`config.mk`:
```
export PLATFORM = sky130hd
export DESIGN_NAME = gemm_tile_sequencer
export DESIGN_NICKNAME = d
export VERILOG_FILES = /design/src/rtl/gemm_tile_sequencer.sv
export SDC_FILE = /design/constraint.sdc
export NUM_CORES = 2
export LEC_CHECK = 0
export CORE_MARGIN = 1
export CORE_UTILIZATION = 60
export CTS_CLUSTER_SIZE = 14
export DETAILED_ROUTE_END_ITERATION = 8
export PLACE_DENSITY = 0.8
export SYNTH_ARGS = -nofsm -noshare
export SYNTH_HDL_FRONTEND = slang
export SYNTH_SLANG_ARGS = --single-unit
```
`constraint.sdc`:
```
create_clock -name clk -period 15.2 [get_ports clk]
set_input_delay 3.04 -clock clk [delete_from_list [all_inputs] [get_ports clk]]
set_output_delay 3.04 -clock clk [all_outputs]
set_load 0.02 [all_outputs]
```
`src/rtl/gemm_tile_sequencer.sv`:
```
// gemm_tile_sequencer: walks a GEMM job tile by tile, programming gemm registers and polling status.
// Ports: clk/rst (async active-high); start + cfg_m/n/k + cfg_a/b/c_addr launch a job;
// busy/done report progress; system_bus_* is a one-request-per-cycle register bus
// (rd_data returns the cycle after a read request).
module gemm_tile_sequencer #(
    parameter int          SUPER_SYS_ROWS = 16,
    parameter int          SUPER_SYS_COLS = 16,
    parameter int          BLK_M          = 16,
    parameter int          BLK_N          = SUPER_SYS_ROWS,
    parameter int          BLK_K          = SUPER_SYS_COLS,
    parameter logic [31:0] BASE_ADDR      = 32'h9000_0000
) (
    input  logic        clk,
    input  logic        rst,
    input  logic        start,
    input  logic [15:0] cfg_m,
    input  logic [15:0] cfg_n,
    input  logic [15:0] cfg_k,
    input  logic [31:0] cfg_a_addr,
    input  logic [31:0] cfg_b_addr,
    input  logic [31:0] cfg_c_addr,
    output logic        busy,
    output logic        done,
    output logic        system_bus_en,
    output logic        system_bus_rdwr,
    output logic [31:0] system_bus_addr,
    output logic [31:0] system_bus_wr_data,
    input  logic [31:0] system_bus_rd_data
);
    localparam logic [2:0] IDLE = 3'd0, WRITE = 3'd1, POLL_FULL = 3'd2, POLL_DONE = 3'd3, FINISH = 3'd4;
    localparam logic [31:0] BM = 32'(BLK_M), BN = 32'(BLK_N), BK = 32'(BLK_K);

    logic [2:0]  state, widx;
    logic        polled;
    logic [15:0] m_i, n_i, k_i, cm, cn, ck;
    logic [31:0] ca, cb, cc;
    logic [31:0] mw, nw, kw, mm, nn, kk, msize, nsize, ksize, m_end, n_end, k_end;
    logic [31:0] a_t, b_t, c_t, dim, off, wdat;
    logic        first, last, final_tile, writing, pf, pd, rd_unused;

    assign mw = 32'(m_i);
    assign nw = 32'(n_i);
    assign kw = 32'(k_i);
    assign mm = 32'(cm);
    assign nn = 32'(cn);
    assign kk = 32'(ck);
    assign msize = (mm - mw < BM) ? mm - mw : BM;
    assign nsize = (nn - nw < BN) ? nn - nw : BN;
    assign ksize = (kk - kw < BK) ? kk - kw : BK;
    assign m_end = mw + BM;
    assign n_end = nw + BN;
    assign k_end = kw + BK;
    assign first = k_i == 16'd0;
    assign last = k_end >= kk;
    assign final_tile = last && m_end >= mm && n_end >= nn;
    assign a_t = ca + kw + mw * kk;
    // B points at the last row of the k-slice being consumed
    assign b_t = cb + nw + (kw + ksize - 32'd1) * nn;
    assign c_t = cc + nw + mw * nn;
    assign dim = msize | (ksize << 5) | (nsize << 10);
    assign rd_unused = ^system_bus_rd_data[31:1];

    always_comb begin
        off  = 32'd24;
        wdat = dim;
        case (widx)
            3'd0: begin off = 32'd12; wdat = kk; end
            3'd1: begin off = 32'd16; wdat = nn; end
            3'd2: begin off = 32'd0;  wdat = a_t; end
            3'd3: begin off = 32'd4;  wdat = b_t; end
            3'd4: begin off = 32'd8;  wdat = c_t; end
            3'd5: begin off = 32'd20; wdat = {30'b0, first, last}; end
            default: begin off = 32'd24; wdat = dim; end
        endcase
    end

    assign writing = state == WRITE;
    assign pf = state == POLL_FULL;
    assign pd = state == POLL_DONE;
    assign system_bus_en = writing | pf | pd;
    assign system_bus_rdwr = writing;
    assign system_bus_addr = writing ? BASE_ADDR + off : pf ? BASE_ADDR : pd ? BASE_ADDR + 32'd24 : 32'd0;
    assign system_bus_wr_data = writing ? wdat : 32'd0;
    // busy rises in the accepting cycle so a zero-sized job still shows one busy cycle
    assign busy = !rst && (state == IDLE ? start : state != FINISH);
    assign done = state == FINISH;

    always_ff @(posedge clk or posedge rst) begin
        if (rst) begin
            state  <= IDLE;
            widx   <= '0;
            polled <= 1'b0;
            m_i    <= '0;
            n_i    <= '0;
            k_i    <= '0;
            cm     <= '0;
            cn     <= '0;
            ck     <= '0;
            ca     <= '0;
            cb     <= '0;
            cc     <= '0;
        end else begin
            case (state)
                IDLE: if (start) begin
                    cm    <= cfg_m;
                    cn    <= cfg_n;
                    ck    <= cfg_k;
                    ca    <= cfg_a_addr;
                    cb    <= cfg_b_addr;
                    cc    <= cfg_c_addr;
                    m_i   <= '0;
                    n_i   <= '0;
                    k_i   <= '0;
                    widx  <= '0;
                    state <= (cfg_m == 16'd0 || cfg_n == 16'd0 || cfg_k == 16'd0) ? FINISH : WRITE;
                end
                WRITE: begin
                    widx   <= (widx == 3'd6) ? 3'd0 : widx + 3'd1;
                    polled <= 1'b0;
                    if (widx == 3'd6) state <= POLL_FULL;
                end
                // the first poll cycle only issues the read; its rd_data belongs to an older request
                POLL_FULL: begin
                    polled <= 1'b1;
                    if (polled && !system_bus_rd_data[0]) begin
                        polled <= 1'b0;
                        state  <= final_tile ? POLL_DONE : WRITE;
                        if (!final_tile) begin
                            if (!last) k_i <= k_end[15:0];
                            else begin
                                k_i <= '0;
                                if (m_end < mm) m_i <= m_end[15:0];
                                else begin
                                    m_i <= '0;
                                    n_i <= n_end[15:0];
                                end
                            end
                        end
                    end
                end
                POLL_DONE: begin
                    polled <= 1'b1;
                    if (polled && system_bus_rd_data[0]) state <= FINISH;
                end
                default: state <= IDLE;
            endcase
        end
    end
endmodule

```
==> metrics.csv <==
stage,metric,value,unit
critical_path,slowest_stage,xnor2_1,
synthesis,synth-seq-area-share,0.1110,
cts,clock_path_buffers,2,
cts,cts.htree.levels,4,
floorplanning,dieHeight,267.1,um
routing,drc_errors,0,
cts,clkTransAtPathRegs,0.10,ns
routing,drt_wl_total,120700,um
critical_path,cp_slowest_stage_delay,0.62,ns
critical_path,path_class,reg -> out,
layout,fin_util,0.6699,
synthesis,ys_top_cells_by_area,"fa_1 (36%), dfrtp_1 (11%), ha_1 (11%), inv_1 (10%), nand2_1 (5.8%)",
layout,layout-drive-gt1-share,0.05344,
job,maxCapViolCount,0,
critical_path,ff2ff_path_depth,16,
floorplanning,dieArea,71350,um^2
layout,design_area,46270,um^2
synthesis,synth_top_family_by_area,adder cells,
routing,wl_met1,45860,um
critical_path,crit_arrival,11.73,ns
synthesis,synth_cells,4879,
global_route,grt_max_degree,124,
cts,worstSkewPairLatency,0.53,ns
synthesis,synth_cell_types,85,
cts,cts_tree,yes,
synthesis,yosysWarnings,0,
critical_path,worst_setup_path_end_kind,output port,
layout,multi_input_area,32710,um^2
timing,tns,0,ns
synthesis,synth_xor_area_frac,0.03344,
timing,max-slew-margin-rel,0.2273,
global_route,grt_usage,0.3565,
floorplanning,ios,247,
routing,top_layer,met5,
synthesis,synth_top_area_cell,fa_1,
timing,fin_crit_sh,0.9716,
routing,via_per_inst,5.697,
global_route,grt_pass1_wl,192200,um
timing,worstMarginPinSlew,1.159,ns
critical_path,critPathLaunch,k_i[5],
floorplanning,coreArea,69070,um^2
routing,avgRoutedWirePerCell,20.04,um
timing,hold_viol_final,0,
cts,cts_sinks,187,
floorplanning,die_x,267.1,um
global_route,grt_pass1_vias,35290,
layout,area_growth,9.726,%
routing,vias,34310,
cts,hold_buffers,0,
synthesis,ys_seq_elements,187,
layout,fin_cells,6022,
floorplanning,fp-row-count,96,
placed_design,numPortBuffers,188,
placed_design,place_congestion,1.012,
timing,fin_crit,14.77,ns
synthesis,synth_ff_type,dfrtp_1,
layout,seq_area,4683,um^2
synthesis,synthAdderAreaFrac,0.4741,
layout,fill_cells,5533,
critical_path,critPathLaunchType,flop,
critical_path,cp.required,12.16,ns
timing,skew,0.02096,ns
timing,max_freq,67.72,MHz
synthesis,netlist_area,42170,um^2
routing,dr.pass1.iters,6,
timing,drv_slew,0,
synthesis,syn_area_per_cell,8.643,um^2
critical_path,r2r_end,m_i[12],
cts,clockRootBuffer,clkbuf_16,
placed_design,post_dp_cell_area,45500,um^2
worst_hold_path,hold_path_depth,1,
placed_design,hpwl,94730,um
synthesis,muxShareOfSynthArea,0.01902,
critical_path,r2r_setup_slack,9.97,ns
global_route,antenna_found_initial,1,
synthesis,synth-compound-area-share,0.09498,
critical_path,crit_fanout,11,
synthesis,synth_top_area_share,0.3646,
global_route,overflow,0,
outcome,outcome,"finished, final reports clean",
routing,drtIter0Drc,2955,
synthesis,async_reset_ff_frac,1.000,
worst_hold_path,hp-class,reg -> reg,
critical_path,endpoint,system_bus_wr_data[27],
synthesis,synthSimpleGateAreaFrac,0.1398,
floorplanning,start_util,0.6106,
timing,finalSetupViolCount,0,
routing,route.met2.wl,54260,um
cts,cts_made_buffers,17,
layout,num-nets-final,6393,
placed_design,dp_cells,5986,
critical_path,timing.rr.start,m_i[7],
synthesis,synth-edff-count,0,
routing,wl_met3,12690,um
routing,postRouteAntennaNets,0,
placed cells by master, fill, tap and decap left out, drive strengths merged, types with 51 or more instances in the layout:
| master | n |
|---|---|
| mux2 | 62 |
| ha | 369 |
| xnor2 | 123 |
| dfrtp | 187 |
| inv | 1168 |
| nand2 | 649 |
| nand3 | 55 |
| nor2 | 219 |
| buf | 102 |
| nor3 | 51 |
| clkdlybuf4s50 | 179 |
| fa | 768 |
| conb | 121 |
| and2 | 180 |
| a21oi | 162 |
| o21ai | 207 |
cells by family after synthesis:
family                     after synthesis
buffers and inverters                 1395
and+or+nand+nor                       1290
adders and majority gates             1137
AOI/OAI and AO/OA                      635
DFF                                    187
xor gates and xnor gates               161
muxes                                   72
other                                    2
worst min-delay path by stage:
stage                     startpoint      end  slack, ns
after floorplan              k_i[11]  k_i[11]       0.46
after global placement        cb[26]   cb[26]       0.50
after detailed placement       cb[1]    cb[1]       0.51
after CTS                     cb[18]   cb[18]       0.53
after global routing         k_i[11]  k_i[11]       0.54
final                         cb[18]   cb[18]       0.52
synthesized netlist by cell type, types with 38 or more instances:
cell type	count
inv_1	1154
fa_1	768
nand2_1	648
ha_1	369
nor2_1	209
o21ai_0	200
dfrtp_1	187
and2_1	179
clkbuf_1	161
a21oi_1	160
xnor2_1	123
mux2_2	62
nand3_1	55
nor3_1	51
a21o_1	47
xor2_1	38
registers in the layout, indices dropped and copies added (netlist names), 3 cells and up:
name and flops:
ca 32, cb 32, cc 32, ck 16
cm 16, cn 16, k_i 12, m_i 12
n_i 12, state 3, widx 3
per-stage QoR:
stage	setup WS, ns	hold slack [ns]
after floorplan	2.118	0.4645
after global placement	0.6905	0.5004
after detailed placement	0.5550	0.5059
after CTS	0.009560	0.5286
after global routing	-0.02254	0.5351
final	0.4323	0.5238
cell type report:
| cell class | instances | share of cell area |
|---|---|---|
| timing repair buffer | 290 | 0.05808 |
| clock buffer | 17 | 0.009194 |
| sequential | 187 | 0.1012 |
| clock inverter | 15 | 0.004651 |
| tap | 931 | 0.02518 |
| inverter | 1165 | 0.09475 |
| antenna | 1 | 0.00005408 |
| multi-input combinational | 3416 | 0.7069 |
what timing repair did:
item                       4_1_cts  5_1_grt
buffers inserted                 0        3
resized for setup                1       30
pin swaps                        0        5
setup endpoints to repair        3       16
critical path: cells and delay by family (launching register included):
kind                     cells  cell delay, ns
adder cells (fa/ha/maj)     10            4.19
AO/OA/AOI/OAI               14            3.64
buffers and inverters        9            1.54
XOR/XNOR                     1            0.62
flip-flops                   1            0.51
AND/OR/NAND/NOR              4            0.45
multiplexers                 1            0.22
layer usage:
metal  global-route usage  vias to the layer above
li1                     -                    15150
met1               0.4632                    16940
met2               0.5532                     1821
met3              0.07806                      390
met4               0.2041                        2
met5                    0                        -
Power is not shown: default switching activity piles up to over one toggle a cycle in this logic, so the estimate is an artifact.
